**config.mk**
```make
export PLATFORM = sky130hd
export DESIGN_NAME = burst_addr_gen
export DESIGN_NICKNAME = d
export VERILOG_FILES = /design/src/rtl/burst_addr_gen.sv
export SDC_FILE = /design/constraint.sdc
export NUM_CORES = 1
export LEC_CHECK = 0
export ABC_AREA = 1
export CELL_PAD_IN_SITES_DETAIL_PLACEMENT = 0
export CELL_PAD_IN_SITES_GLOBAL_PLACEMENT = 1
export CORE_MARGIN = 2
export CORE_UTILIZATION = 43
export CTS_CLUSTER_DIAMETER = 200
export DETAILED_ROUTE_END_ITERATION = 10
export PLACE_DENSITY = 0.86
export SYNTH_ARGS = -nofsm -noshare
export SYNTH_HDL_FRONTEND = slang
export SYNTH_SLANG_ARGS = --single-unit
```
**constraint.sdc**
```tcl
create_clock -name clk -period 6.57 [get_ports clk]
set_clock_uncertainty 0.05 [all_clocks]
set_input_delay 0.657 -clock clk [delete_from_list [all_inputs] [get_ports clk]]
set_output_delay 0.657 -clock clk [all_outputs]
set_load 0.005 [all_outputs]
```
**src/rtl/burst_addr_gen.sv**
```systemverilog
// Burst address generator: latches a burst descriptor and issues one address per
// accepted beat (INCR / WRAP / FIXED) with mid-burst abort.
module burst_addr_gen #(
    parameter int ADDR_WIDTH    = 20,
    parameter int COUNTER_WIDTH = 4,
    parameter int STRIDE_WIDTH  = 2
) (
    input  logic                     clk,
    input  logic                     rst,
    input  logic                     start,
    input  logic [ADDR_WIDTH-1:0]    initial_addr,
    input  logic [COUNTER_WIDTH-1:0] burst_len,
    input  logic [1:0]               mode,
    input  logic [STRIDE_WIDTH-1:0]  stride_log2,
    input  logic                     abort,
    output logic [ADDR_WIDTH-1:0]    burst_addr,
    output logic                     addr_valid,
    input  logic                     addr_ready,
    output logic [COUNTER_WIDTH-1:0] beat_cnt,
    output logic                     busy,
    output logic                     done,
    output logic                     aborted
);

    typedef enum logic {
        S_IDLE  = 1'b0,
        S_BURST = 1'b1
    } state_t;

    localparam logic [1:0] MODE_WRAP  = 2'b01;
    localparam logic [1:0] MODE_FIXED = 2'b10;

    state_t                   r_state;
    logic [ADDR_WIDTH-1:0]    r_addr;
    logic [COUNTER_WIDTH-1:0] r_cnt;
    logic                     r_done;
    logic                     r_aborted;

    // Burst descriptor captured at start; never changes while the burst runs.
    logic [COUNTER_WIDTH-1:0] r_len;
    logic [STRIDE_WIDTH-1:0]  r_stride;
    logic                     r_is_fixed;
    logic                     r_is_wrap;
    logic [ADDR_WIDTH-1:0]    r_wrap_mask;
    logic [ADDR_WIDTH-1:0]    r_base;

    state_t                   w_state_nxt;
    logic [ADDR_WIDTH-1:0]    w_addr_nxt;
    logic [COUNTER_WIDTH-1:0] w_cnt_nxt;
    logic                     w_done_nxt;
    logic                     w_aborted_nxt;
    logic                     w_latch;

    logic [COUNTER_WIDTH:0]   w_beats;
    logic                     w_len_pow2;
    logic [ADDR_WIDTH-1:0]    w_total;
    logic [ADDR_WIDTH-1:0]    w_mask_in;
    logic [ADDR_WIDTH-1:0]    w_stride;
    logic [ADDR_WIDTH-1:0]    w_incr;
    logic [ADDR_WIDTH-1:0]    w_step;

    // WRAP only makes sense for power-of-two beat counts; other lengths fall back to INCR.
    assign w_beats    = {1'b0, burst_len} + 1'b1;
    assign w_len_pow2 = ((w_beats & {1'b0, burst_len}) == '0);
    assign w_total    = ADDR_WIDTH'(w_beats) << stride_log2;
    assign w_mask_in  = w_total - ADDR_WIDTH'(1);

    assign w_stride = ADDR_WIDTH'(1) << r_stride;
    assign w_incr   = r_addr + w_stride;

    always_comb begin
        w_step = w_incr;
        if (r_is_fixed) begin
            w_step = r_addr;
        end else if (r_is_wrap) begin
            w_step = r_base | (w_incr & r_wrap_mask);
        end
    end

    always_comb begin
        w_state_nxt   = r_state;
        w_addr_nxt    = r_addr;
        w_cnt_nxt     = r_cnt;
        w_done_nxt    = 1'b0;
        w_aborted_nxt = 1'b0;
        w_latch       = 1'b0;
        case (r_state)
            S_IDLE: begin
                if (start) begin
                    w_latch     = 1'b1;
                    w_state_nxt = S_BURST;
                    w_addr_nxt  = initial_addr;
                    w_cnt_nxt   = '0;
                end
            end
            S_BURST: begin
                // Abort wins over a beat completing in the same cycle.
                if (abort) begin
                    w_state_nxt   = S_IDLE;
                    w_aborted_nxt = 1'b1;
                end else if (addr_ready) begin
                    if (r_cnt == r_len) begin
                        w_state_nxt = S_IDLE;
                        w_done_nxt  = 1'b1;
                    end else begin
                        w_cnt_nxt  = r_cnt + 1'b1;
                        w_addr_nxt = w_step;
                    end
                end
            end
            default: w_state_nxt = S_IDLE;
        endcase
    end

    always_ff @(posedge clk) begin
        if (rst) begin
            r_state   <= S_IDLE;
            r_addr    <= '0;
            r_cnt     <= '0;
            r_done    <= 1'b0;
            r_aborted <= 1'b0;
        end else begin
            r_state   <= w_state_nxt;
            r_addr    <= w_addr_nxt;
            r_cnt     <= w_cnt_nxt;
            r_done    <= w_done_nxt;
            r_aborted <= w_aborted_nxt;
        end
    end

    always_ff @(posedge clk) begin
        if (w_latch) begin
            r_len       <= burst_len;
            r_stride    <= stride_log2;
            r_is_fixed  <= (mode == MODE_FIXED);
            r_is_wrap   <= (mode == MODE_WRAP) && w_len_pow2;
            r_wrap_mask <= w_mask_in;
            r_base      <= initial_addr & ~w_mask_in;
        end
    end

    assign burst_addr = r_addr;
    assign beat_cnt   = r_cnt;
    assign busy       = (r_state == S_BURST);
    assign addr_valid = (r_state == S_BURST);
    assign done       = r_done;
    assign aborted    = r_aborted;

endmodule

```
=== After elaboration in Yosys (flattened, before gate mapping) ===
Index checks and enable logic that the tools add are counted.

* Word-level logic and storage cells: 58
* Output and inout bits: 28
* Input port bits: 33
* Register bits after elaboration: 75

* Reductions and logical operators: 6
* Mux-type cells: 20
* Add/subtract/negate cells: 4
* Shift operators: 2
* Bitwise logic cells: 7
* Equality and inequality tests: 8

{| class="wikitable"
|+ Operator list
! cell !! count
|-
| $mux 20 || 6
|-
| $and 20x20->20 || 2
|-
| $pmux 20 s2 || 1
|-
| $add 20x20->20 || 1
|-
| $not 20->20 || 1
|-
| $or 20x20->20 || 1
|-
| $shl 1x2->20 const A || 1
|-
| $shl 5x2->20 || 1
|-
| $sub 20x1->20 const B || 1
|-
| $mux 4 || 4
|-
| $ne 2x2->1 const B || 5
|-
| $pmux 4 s2 || 1
|-
| $mux 1 || 7
|-
| $add 4x1->5 const B || 1
|-
| $and 5x4->5 || 1
|-
| $logic_not 5->1 || 1
|-
| $reduce_and 5->1 || 1
|-
| $add 4x1->4 const B || 1
|-
| $eq 4x4->1 || 1
|-
| $reduce_and 4->1 || 1
|-
| $reduce_or 4->1 || 1
|-
| $eq 2x1->1 const B || 1
|-
| $eq 2x2->1 const B || 1
|-
| $not 1->1 || 2
|-
| 3 further kinds || 3
|}

=== Logic depth before layout (Yosys ltp) ===
Gate-level depths: netlist of the first run.

* Word-level depth: 10
* Gate-level depth with buffers: 15
* Mapped depth without buffers: 15

=== Least setup slack after synthesis of the first run ===
OpenSTA, ideal clock, no wires.

* Path type: input -> register
* Start point: input burst_len[0]
* End point: register r_base[7] (data pin)
* Stages on the path: 12
* Setup slack: 4.127 ns
* Path buffers: 0
* Library setup time: 0.249 ns
* Arrival: 2.144 ns
* Data required time: 6.271 ns
* Path through: ha_1 inv_1 ha_1 o21ai_1 nand2_1 o21ai_2 inv_1 nand4_2 nor3_1 ha_1 nand2_1 inv_1

* Word-level cells in the longest chain between the ends: 5

{| class="wikitable"
|+ Ends and longest elaborated chain
! what !! line !! RTL
|-
| from (decl) || 12 || <nowiki>input logic [COUNTER_WIDTH-1:0] burst_len,</nowiki>
|-
| $add 4x1->5 || 63 || <nowiki>assign w_beats = {1'b0, burst_len} + 1'b1;</nowiki>
|-
| $shl 5x2->20 || 65 || <nowiki>assign w_total = ADDR_WIDTH'(w_beats) << stride_log2;</nowiki>
|-
| $sub 20x1->20 || 66 || <nowiki>assign w_mask_in = w_total - ADDR_WIDTH'(1);</nowiki>
|-
| $not 20->20 || 138 || <nowiki>r_base <= initial_addr & ~w_mask_in;</nowiki>
|-
| $and 20x20->20 || 138 ||
|-
| to (signal assigned) || 138 ||
|-
| to (decl) || 45 || <nowiki>logic [ADDR_WIDTH-1:0] r_base;</nowiki>
|}

Every way passes these cells.
A chain may end at the register's enable or synchronous reset.

=== Worst setup path in the final report of the first run ===
* Start point: input burst_len[0]
* End point: register r_base[16] (data pin)

The elaborated chain is that of the path after synthesis.

==> results of run 1 <==
==> routing by layer <==
layer | global-route usage, % | wire length, um
met3 | 3.467 | 441
met5 | 0 | 0
met2 | 37.69 | 5036
met1 | 28.90 | 4815
met4 | 6.006 | 119
==> worst max-delay path, stage by stage <==
cell and delay [ns]:
clkdlybuf4s50_1 0.56, ha_1 0.20, inv_1 0.06, ha_1 0.28
inv_1 0.04, nand2_1 0.04, o21ai_1 0.09, nand2_1 0.07
o21ai_0 0.13, inv_1 0.17, nand3_2 0.18, nor4_4 0.45
nor2_1 0.09
==> metrics by stage <==
step / power, mW / worst slack [ns] / hold slack (ns)
floorplan: 0.6532 / 4.127 / 0.4347
global placement: 0.7334 / 3.318 / 0.4445
detailed placement: 0.7392 / 3.247 / 0.4745
CTS: 1.074 / 3.607 / 0.4883
global route: 1.122 / 3.409 / 0.5298
finish: 1.069 / 3.569 / 0.4915
==> cell usage after synthesis <==
cell	n	area share (%)
a21oi_1	50	6.2
or2_2	7	1.1
o21ai_1	4	0.50
buf_6	1	0.28
nand2_2	1	0.16
nor3_1	7	0.87
o21a_1	1	0.19
o211ai_1	2	0.37
nor3_2	1	0.25
nor4_1	3	0.47
nand3b_1	4	0.75
edfxtp_1	43	32
nor2_1	70	6.5
clkbuf_1	5	0.47
nor2_2	1	0.16
ha_1	11	3.4
dfxtp_1	27	13
buf_1	2	0.19
inv_2	2	0.19
nand2_1	128	12
nor4_4	1	0.53
a21o_1	1	0.19
o21bai_1	1	0.19
o21ai_2	2	0.44
fa_1	1	0.50
nand4_2	1	0.31
nand4_1	5	0.78
nand3_1	26	3.2
o21ai_0	29	3.6
xor2_1	11	2.4
or2_4	1	0.22
and2_1	1	0.16
nor2_4	1	0.28
inv_1	68	6.3
buf_4	2	0.37
nand3_2	1	0.25
buf_2	5	0.62
==> registers in the layout, summed over array words and instances, names as in the netlist <==
name and cells:
aborted 1, burst_addr 20, r_is_wrap 1, beat_cnt 4, r_wrap_mask 15, done 1, r_stride 2, r_len 4
addr_valid 1, r_base 20, r_is_fixed 1
==> cell type report <==
type	instances	area, um2	area share, %
Clock buffer	11	151.4	3.095
Timing Repair Buffer	62	615.6	12.59
Sequential cell	70	1832	37.45
Tap cell	111	138.9	2.840
Multi-Input combinational cell	372	1849	37.81
Inverter	70	262.8	5.372
Clock inverter	5	41.29	0.8442
==> path summary, 6_finish.rpt <==
| path | slack (ns) | start | end |
|---|---|---|---|
| hold / removal | 0.49 | burst_addr[19] | burst_addr[19] |
| setup reg to reg | 3.91 | addr_valid | burst_addr[19] |
| setup / recovery | 3.57 | burst_len[0] | r_base[16] |
| hold reg to reg | 0.49 | burst_addr[19] | burst_addr[19] |
==> logic make-up after synthesis <==
family,after synthesis
and+or+nand+nor,259
AOI/OAI and AO/OA,90
buffers and inverters,85
DFF,70
adders and majority gates,12
xor gates and xnor gates,11
==> cell usage in the layout (no fill, tap or decap), types with 2 or more instances in the layout <==
cell             netlist  routed
ha_1                  11      11
xor2_1                11      11
inv_6                  0       2
o21ai_0               29      29
buf_4                  2       2
nor2_1                70      70
clkbuf_8               0      11
nand2_1              128     128
or2_2                  7       7
nand3b_1               4       4
inv_2                  2       2
nand3_1               26      26
edfxtp_1              43      43
o211ai_1               2       2
o21ai_1                4       4
nor4_1                 3       3
nor3_1                 7       7
dfxtp_1               27      27
clkinvlp_4             0       2
nand4_1                5       5
a21oi_1               50      50
inv_1                 68      68
o21ai_2                2       2
clkdlybuf4s50_1        0      60
==> where the power goes <==
part	internal [mW]	total, mW	switching [mW]
Sequential	0.506	0.536	0.0295
Clock	0.161	0.339	0.179
Combinational	0.0836	0.193	0.109
==> run metrics, run 1 <==
Synth Warn #=0; first-pass detailed-route iteration total=4; Worst Setup Start Kind=primary input; Die Span Y=100.7 um; synthesis-stage register bit count=70; Avg WL per Cell=14.85 um; Cell Rows=35; worst-skew pair later-pin latency=0.35 ns; TritonCTS buffer count=9; Synth Area in Compound Gates=11.70%; setup TNS=0 ns; post_cts resized=0; hold path depth=2; H-tree levels=3; Filler cells=868; antenna violations before repair=0; Reg clk slew, reported paths=0.07 ns; min Tclk post-route=3.001 ns; Setup Fix Bufs, Post-CTS=0; leak pwr=2.069 nW; Max Cap Violations=0; num ports=61; GR Overflow Total=0; critical path peak fanout=7; largest family of logic cells by synthesized area=simple AND/OR/NAND/NOR gates; Worst Setup End Kind=register; largest net degree at the start of global routing=45; simple-gate share of the synthesized area=27.97%; xor/xnor cell area share of the yosys netlist=2.396%; initial core utilization=43.94%; Max Fclk=0.3332 GHz; Final Max Slew Viols=0; DRT iter0 DRCs=180; Least-Margin Pin Slew=0.9408 ns; Avg Vias per Cell=5.097; GRT Overall Usage=22.01%; register area share after synthesis=45.55%; placed cell area=0.004698 mm2; CORE AREA=0.009153 mm2; CP Class=in2reg; antenna diode count=0; post-synth cell types=37; Final period util=45.68%; share of cells above drive strength 1=6.271%; mapped cell area=0.004021 mm2; final setup vio count=0; syn nets=572; Worst R2R Path Depth=8; Max-slew headroom=37.08%; Adder-Cell Fraction of Synth Area=3.920%; die width=100.7 um; Routed WL=10410 um; area grow syn2layout=21.62%; unrepaired setup endpoints after global routing=no; mux contribution to synthesized area=0%; DRC errors left=0; Layout Cells excl Fill=701; critical path arrival=3.03 ns; Post-DRT Antenna Nets=0; worst hold path type=reg2reg; Cells after DPL=685; clock tree sinks=70; routability congestion estimate=0.8975; Fin. Hold Viols=0; first-pass GRT wire length=17130 um; vias in the first global route=3483; Gate Count Post-Synth=527; final net count=630; status=finished, final reports clean; VDD IR max=0.1068 mV; WP data required=6.60 ns; CTS tree=built; clk root buf=clkbuf_8; Pwr per Cell Area=218.5 mW/mm2; die footprint=0.01014 mm2; Finished Core Util=53.44%; Longest Clk Path Bufs=2; Synth Area per Inst=7.631 um2; routed vias=3573; fin area=0.004891 mm2; hold_buf cts=0; port bufs=60; DP HPWL=7370 um
No activity file was read; power rests on OpenSTA's default activity.
==> run 2, diff against run 1 <==
--- a/config.mk
+++ b/config.mk
@@ -9,10 +9,10 @@
 export CELL_PAD_IN_SITES_DETAIL_PLACEMENT = 0
 export CELL_PAD_IN_SITES_GLOBAL_PLACEMENT = 1
 export CORE_MARGIN = 2
-export CORE_UTILIZATION = 43
+export CORE_UTILIZATION = 36
 export CTS_CLUSTER_DIAMETER = 200
 export DETAILED_ROUTE_END_ITERATION = 10
-export PLACE_DENSITY = 0.86
+export PLACE_DENSITY = 0.77
 export SYNTH_ARGS = -nofsm -noshare
 export SYNTH_HDL_FRONTEND = slang
 export SYNTH_SLANG_ARGS = --single-unit
==> constraint.sdc (replaced) <==
create_clock -name clk -period 2.75 [get_ports clk]
set_clock_uncertainty 0.05 [all_clocks]
set_input_delay 0.275 -clock clk [delete_from_list [all_inputs] [get_ports clk]]
set_output_delay 0.275 -clock clk [all_outputs]
set_load 0.005 [all_outputs]
==> run 2 against run 1 <==
Against the previous run:
- via count is 0.22% lower
- clock power is 150% higher
- critical path depth is 1 lower
- final cell count is 6.1% higher
- sequential cell count stayed put
- sequential share of layout area is 1.1 points lower
- final area is 3.0% higher
- utilization is 7.2 points lower
- hold slack worse by 0.038 ns
- clock-buffer cell count is 1 lower
- die area is 19% higher
- global-route usage is 3.1 points lower
- critical endpoint is now burst_addr[6]
- largest cell class unchanged
- highest routed layer unchanged
==> run metrics, run 2 (synthesized netlist as in run 1, its figures left out) <==
post_cts resized=0 (unchanged); largest net degree at the start of global routing=29 (-36%); Worst path max stage delay=0.44 ns (-0.12 ns); critical path arrival=2.74 ns (-0.29 ns); Post-DRT Antenna Nets=0 (unchanged); P_sw=0.7557 mW (+140%); Max-slew headroom=63.44% (+26 points); clock share of power=32.4% (+0.6 points); GRT Overall Usage=18.95% (-3.1 points); Die Span Y=109.7 um (+8.9%); internal power component=1.852 mW (+150%); Filler cells=1102 (+27%); min Tclk post-route=2.505 ns; Flop pwr share=48.6% (-1.6 points); routability congestion estimate=0.8751 (-2.5%); Avg WL per Cell=14.37 um (-3.3%); CP Class=reg2reg; most common cell after layout, fill and taps aside=nand2_1; Final Max Slew Viols=0 (unchanged); first-pass detailed-route iteration total=5 (+1); Avg Vias per Cell=4.792 (-6.0%); antenna violations before repair=0 (unchanged); Power Total=2.607 mW (+140%); antenna diode count=0 (unchanged); WP data required=2.99 ns (-3.61 ns); DRT iter0 DRCs=193 (+7.2%); Least-Margin Pin Slew=0.5477 ns (-0.3931 ns); routed vias=3565 (-0.22%); final setup vio count=0 (unchanged); Worst Setup Start Kind=register; critical path peak fanout=5 (-2); worst hold path type=reg2reg; part of the power in combinational logic=19.0% (+0.9 points); setup TNS=0 ns (unchanged); switch share=28.98% (-0.73 points); Pwr per Cell Area=517.5 mW/mm2 (+140%); hold_buf cts=0 (unchanged); Final period util=91.10%; unrepaired setup endpoints after global routing=no; num ports=61 (unchanged); Worst Setup End Kind=register; VDD IR max=0.2071 mV (+94%); slowest CP cell=fa_1; Longest Clk Path Bufs=2 (unchanged); Setup Fix Bufs, Post-CTS=0 (unchanged); status=finished, final reports clean; DP HPWL=7826 um (+6.2%); Cell Rows=38 (+8.6%); most frequent cells in the layout=nand2_1, nor2_1, inv_1; area grow syn2layout=25.30%; Reg clk slew, reported paths=0.08 ns (about the same); worst-skew pair later-pin latency=0.35 ns (about the same); Max Cap Violations=0 (unchanged); port bufs=60 (unchanged); worst path cell trace=nor2_1, ha_1, fa_1, nand2_1, nand2_1, a21oi_1, nor2_1, nand2_1, nand2_1, o21ai_0, nand3_1, a21oi_1; CTS tree=built; leak pwr=2.137 nW (+3.3%); share of cells above drive strength 1=8.278% (+2.0 points); clk root buf=clkbuf_8; H-tree levels=3 (unchanged); die width=109.7 um (+8.9%); vias in the first global route=3443 (-1.1%); initial core utilization=36.93% (-7.0 points); first-pass GRT wire length=17080 um (-0.32%); clock tree sinks=70 (unchanged); final net count=644 (+2.2%); CORE AREA=0.01089 mm2 (+19%); DRC errors left=0 (unchanged); cell mode on critical path=nand2_1; Max Fclk=0.3991 GHz; die footprint=0.01203 mm2 (+19%); TritonCTS buffer count=9 (unchanged); GR Overflow Total=0 (unchanged); Fin. Hold Viols=0 (unchanged); Routed WL=10690 um (+2.7%)
## run 2: cell type report
| type | count | area [um2] | area share, % |
|---|---|---|---|
| multi-input combinational | 372 | 1849 | 36.70 |
| inverter | 70 | 262.8 | 5.215 |
| clock inverter | 6 | 71.32 | 1.415 |
| tap | 140 | 175.2 | 3.477 |
| timing repair buffer | 76 | 720.7 | 14.30 |
| sequential | 70 | 1832 | 36.35 |
| clock buffer | 10 | 127.6 | 2.533 |
## run 2: worst max-delay path, delay by kind of cell (launching register included)
kind            cells  cell delay [ns]
simple gates        7             0.62
flops               1             0.43
fa+ha+maj           2             0.67
compound gates      3             0.67
## run 2: worst paths after layout
| path | endpoint | start | depth (start not counted) | slack (ns) |
|---|---|---|---|---|
| setup / recovery | burst_addr[6] | r_stride[1] | 12 | 0.24 |
| hold / removal | burst_addr[19] | burst_addr[19] | 2 | 0.45 |
| setup reg to reg | burst_addr[6] | r_stride[1] | 12 | 0.24 |
| hold reg to reg | burst_addr[19] | burst_addr[19] | 2 | 0.45 |
## run 2: layer usage
| metal | GRT usage [%] | routed length, um | vias up |
|---|---|---|---|
| li1 | - | - | 1862 |
| met1 | 25.48 | 5135 | 1604 |
| met2 | 30.91 | 4810 | 90 |
| met3 | 3.557 | 593 | 9 |
| met4 | 5.877 | 149 | 0 |
| met5 | 0 | 0 | - |
## run 2: through the flow
step / util (%) / instance area, um2 / hold WS [ns] / worst slack [ns] / std cells
3_5_place_dp: 44.45 / 4840 / 0.4419 / 0.04126 / 728
3_3_place_gp: 44.45 / 4840 / 0.4459 / 0.07969 / 728
6_report: 46.28 / 5039 / 0.4536 / 0.2446 / 744
2_1_floorplan: - / 4021 / 0.3239 / 0.4085 / 527
4_1_cts: 46.28 / 5039 / 0.4545 / 0.2714 / 744
5_1_grt: 46.28 / 5039 / 0.4895 / 0.04632 / 744
## run 2: power groups by stage
stage	Sequential, mW	Combinational [mW]	Clock, mW
finish	1.27	0.495	0.846
global route	1.28	0.558	0.912
CTS	1.27	0.499	0.867
detailed placement	1.29	0.497	0
global placement	1.29	0.489	0
floorplan	1.28	0.285	0
==> run 3, diff against run 2 <==
--- a/config.mk
+++ b/config.mk
@@ -9,10 +9,11 @@
 export CELL_PAD_IN_SITES_DETAIL_PLACEMENT = 0
 export CELL_PAD_IN_SITES_GLOBAL_PLACEMENT = 1
 export CORE_MARGIN = 2
-export CORE_UTILIZATION = 36
+export CORE_UTILIZATION = 40
 export CTS_CLUSTER_DIAMETER = 200
 export DETAILED_ROUTE_END_ITERATION = 10
-export PLACE_DENSITY = 0.77
+export MAX_ROUTING_LAYER = met4
+export PLACE_DENSITY = 0.81
 export SYNTH_ARGS = -nofsm -noshare
 export SYNTH_HDL_FRONTEND = slang
 export SYNTH_SLANG_ARGS = --single-unit
==> constraint.sdc (replaced) <==
create_clock -name clk -period 2.85 [get_ports clk]
set_clock_uncertainty 0.05 [all_clocks]
set_input_delay 0.285 -clock clk [delete_from_list [all_inputs] [get_ports clk]]
set_output_delay 0.285 -clock clk [all_outputs]
set_load 0.005 [all_outputs]
==> run 3 against run 2 <==
Against the previous run:
- clock-buffer cell count increased by 4
- maximum frequency decreased by 1.9%
- worst setup slack improved by 0.051 ns
- first-iteration DRC count decreased by 17%
- sequential cell count unchanged
- combinational power decreased by 4.2%
- hold slack improved by 0.016 ns
- clock power decreased by 17%
- global-route usage increased by 2.3 points
- sequential power decreased by 4%
- largest cell class unchanged
- highest routed layer unchanged
==> run metrics, run 3 (synthesized netlist as in run 1, its figures left out) <==
status=finished, final reports clean; unrepaired setup endpoints after global routing=no; Worst Setup End Kind=register; Final Max Slew Viols=0 (unchanged); VDD IR max=0.2219 mV (+7.2%); leak pwr=2.095 nW (-1.9%); Reg clk slew, reported paths=0.08 ns (about the same); fin area=0.004941 mm2 (-1.9%); internal power component=1.710 mW (-7.6%); Fin. Hold Viols=0 (unchanged); dpl ws=-0.02013 ns (-0.06139 ns); port bufs=60 (unchanged); H-tree levels=3 (unchanged); die footprint=0.01087 mm2 (-9.6%); DRC errors left=0 (unchanged); clock tree sinks=70 (unchanged); Setup Fix Bufs, Post-CTS=0 (unchanged); Filler cells=1007 (-8.6%); CP Class=reg2reg; first-pass GRT wire length=17440 um (+2.1%); Post-DRT Antenna Nets=0 (unchanged); Worst Setup Start Kind=register; switch share=28.64% (-0.34 points); antenna diode count=0 (unchanged); Max Fclk=0.3914 GHz (-1.9%); Pwr per Cell Area=485.1 mW/mm2 (-6.3%); P_sw=0.6865 mW (-9.2%); DP HPWL=7732 um (-1.2%); Finished Core Util=50.55% (+4.3 points); GR Overflow Total=0 (unchanged); routability congestion estimate=0.8664 (-0.99%); Max Cap Violations=0 (unchanged); Cell Rows=36 (-5.3%); routed vias=3550 (-0.42%); Avg WL per Cell=14.75 um (+2.7%); most frequent cells in the layout=nand2_1, nor2_1, inv_1; hold_buf cts=0 (unchanged); clk root buf=clkbuf_8; Die Span Y=104.3 um (-4.9%); final net count=637 (-1.1%); Least-Margin Pin Slew=0.5617 ns (+0.01396 ns); Max-slew headroom=62.55% (-0.89 points); Routed WL=10770 um (+0.74%); clock share of power=29.3% (-3.1 points); placed cell area=0.004778 mm2 (-1.3%); worst hold path type=reg2reg; critical path arrival=2.79 ns (+0.05 ns); Avg Vias per Cell=4.863 (+1.5%); Longest Clk Path Bufs=2 (unchanged); TritonCTS buffer count=9 (unchanged); min Tclk post-route=2.555 ns (+0.04948 ns); Final period util=89.64% (-1.5 points); CTS tree=built; most common cell after layout, fill and taps aside=nand2_1; critical path peak fanout=6 (+1); CORE AREA=0.009774 mm2 (-10%); WP data required=3.08 ns (+0.09 ns); part of the power in combinational logic=19.8% (+0.8 points); antenna violations before repair=0 (unchanged); initial core utilization=41.14% (+4.2 points); first-pass detailed-route iteration total=4 (-1); final setup vio count=0 (unchanged); post_cts resized=0 (unchanged); DRT iter0 DRCs=161 (-17%); share of cells above drive strength 1=6.700% (-1.6 points); GRT Overall Usage=21.21% (+2.3 points); vias in the first global route=3416 (-0.78%); PnR worst setup slack=0.2952 ns (+0.05052 ns); num ports=61 (unchanged); area grow syn2layout=22.87%; setup TNS=0 ns (unchanged); worst-skew pair later-pin latency=0.35 ns (about the same); largest net degree at the start of global routing=44 (+52%); die width=104.3 um (-4.9%); Flop pwr share=51.0% (+2.4 points)
[run 3: area by class of cell]
class                   count  area (um2)  area share, %
clock buffers              14       152.6          3.089
clock inverters             2       10.01         0.2026
inverters                  70       262.8          5.318
multi-input cells         372        1849          37.43
flip-flops and latches     70        1832          37.07
well taps                 133       166.4          3.368
repair buffers             69       668.1          13.52
[run 3: power by group through the flow]
stage	Sequential, mW	Clock [mW]	Combinational, mW
final	1.22	0.701	0.474
after global routing	1.23	0.758	0.532
after CTS	1.22	0.718	0.477
after detailed placement	1.24	0	0.474
after global placement	1.24	0	0.466
after floorplan	1.23	0	0.275
[run 3: worst max-delay path, cell delays in order, from the launching register on]
cell and delay, ns:
edfxtp_1 0.42, nor2_1 0.06, ha_1 0.22, fa_1 0.45
nand2_1 0.13, nand2_1 0.06, a21oi_1 0.42, nor2_1 0.18
nand2_1 0.11, nand2_1 0.06, nand2_1 0.07, nand2_1 0.04
nand2_1 0.07, nand2_1 0.05, a21oi_1 0.10
[run 3: metrics by stage]
| stage | total power [mW] | hold WS [ns] | std cells |
|---|---|---|---|
| 2_1_floorplan | 1.506 | 0.3339 | 527 |
| 3_3_place_gp | 1.708 | 0.4582 | 714 |
| 3_5_place_dp | 1.717 | 0.4608 | 714 |
| 4_1_cts | 2.416 | 0.4728 | 730 |
| 5_1_grt | 2.522 | 0.5082 | 730 |
| 6_report | 2.397 | 0.4694 | 730 |
[run 3: routing by layer]
metal | up-vias | track usage, % | wire length (um)
met5 | - | - | 0
met2 | 88 | 34.83 | 5247
li1 | 1846 | - | -
met3 | 12 | 3.571 | 477
met4 | 0 | 7.625 | 138
met1 | 1604 | 26.40 | 4904
[run 3: worst paths after layout]
kind,to,slack (ns),depth (start not counted),startpoint
setup / recovery,burst_addr[14],0.30,14,r_stride[0]
hold / removal,burst_addr[16],0.47,2,burst_addr[16]
setup reg to reg,burst_addr[14],0.30,14,r_stride[0]
hold reg to reg,burst_addr[16],0.47,2,burst_addr[16]
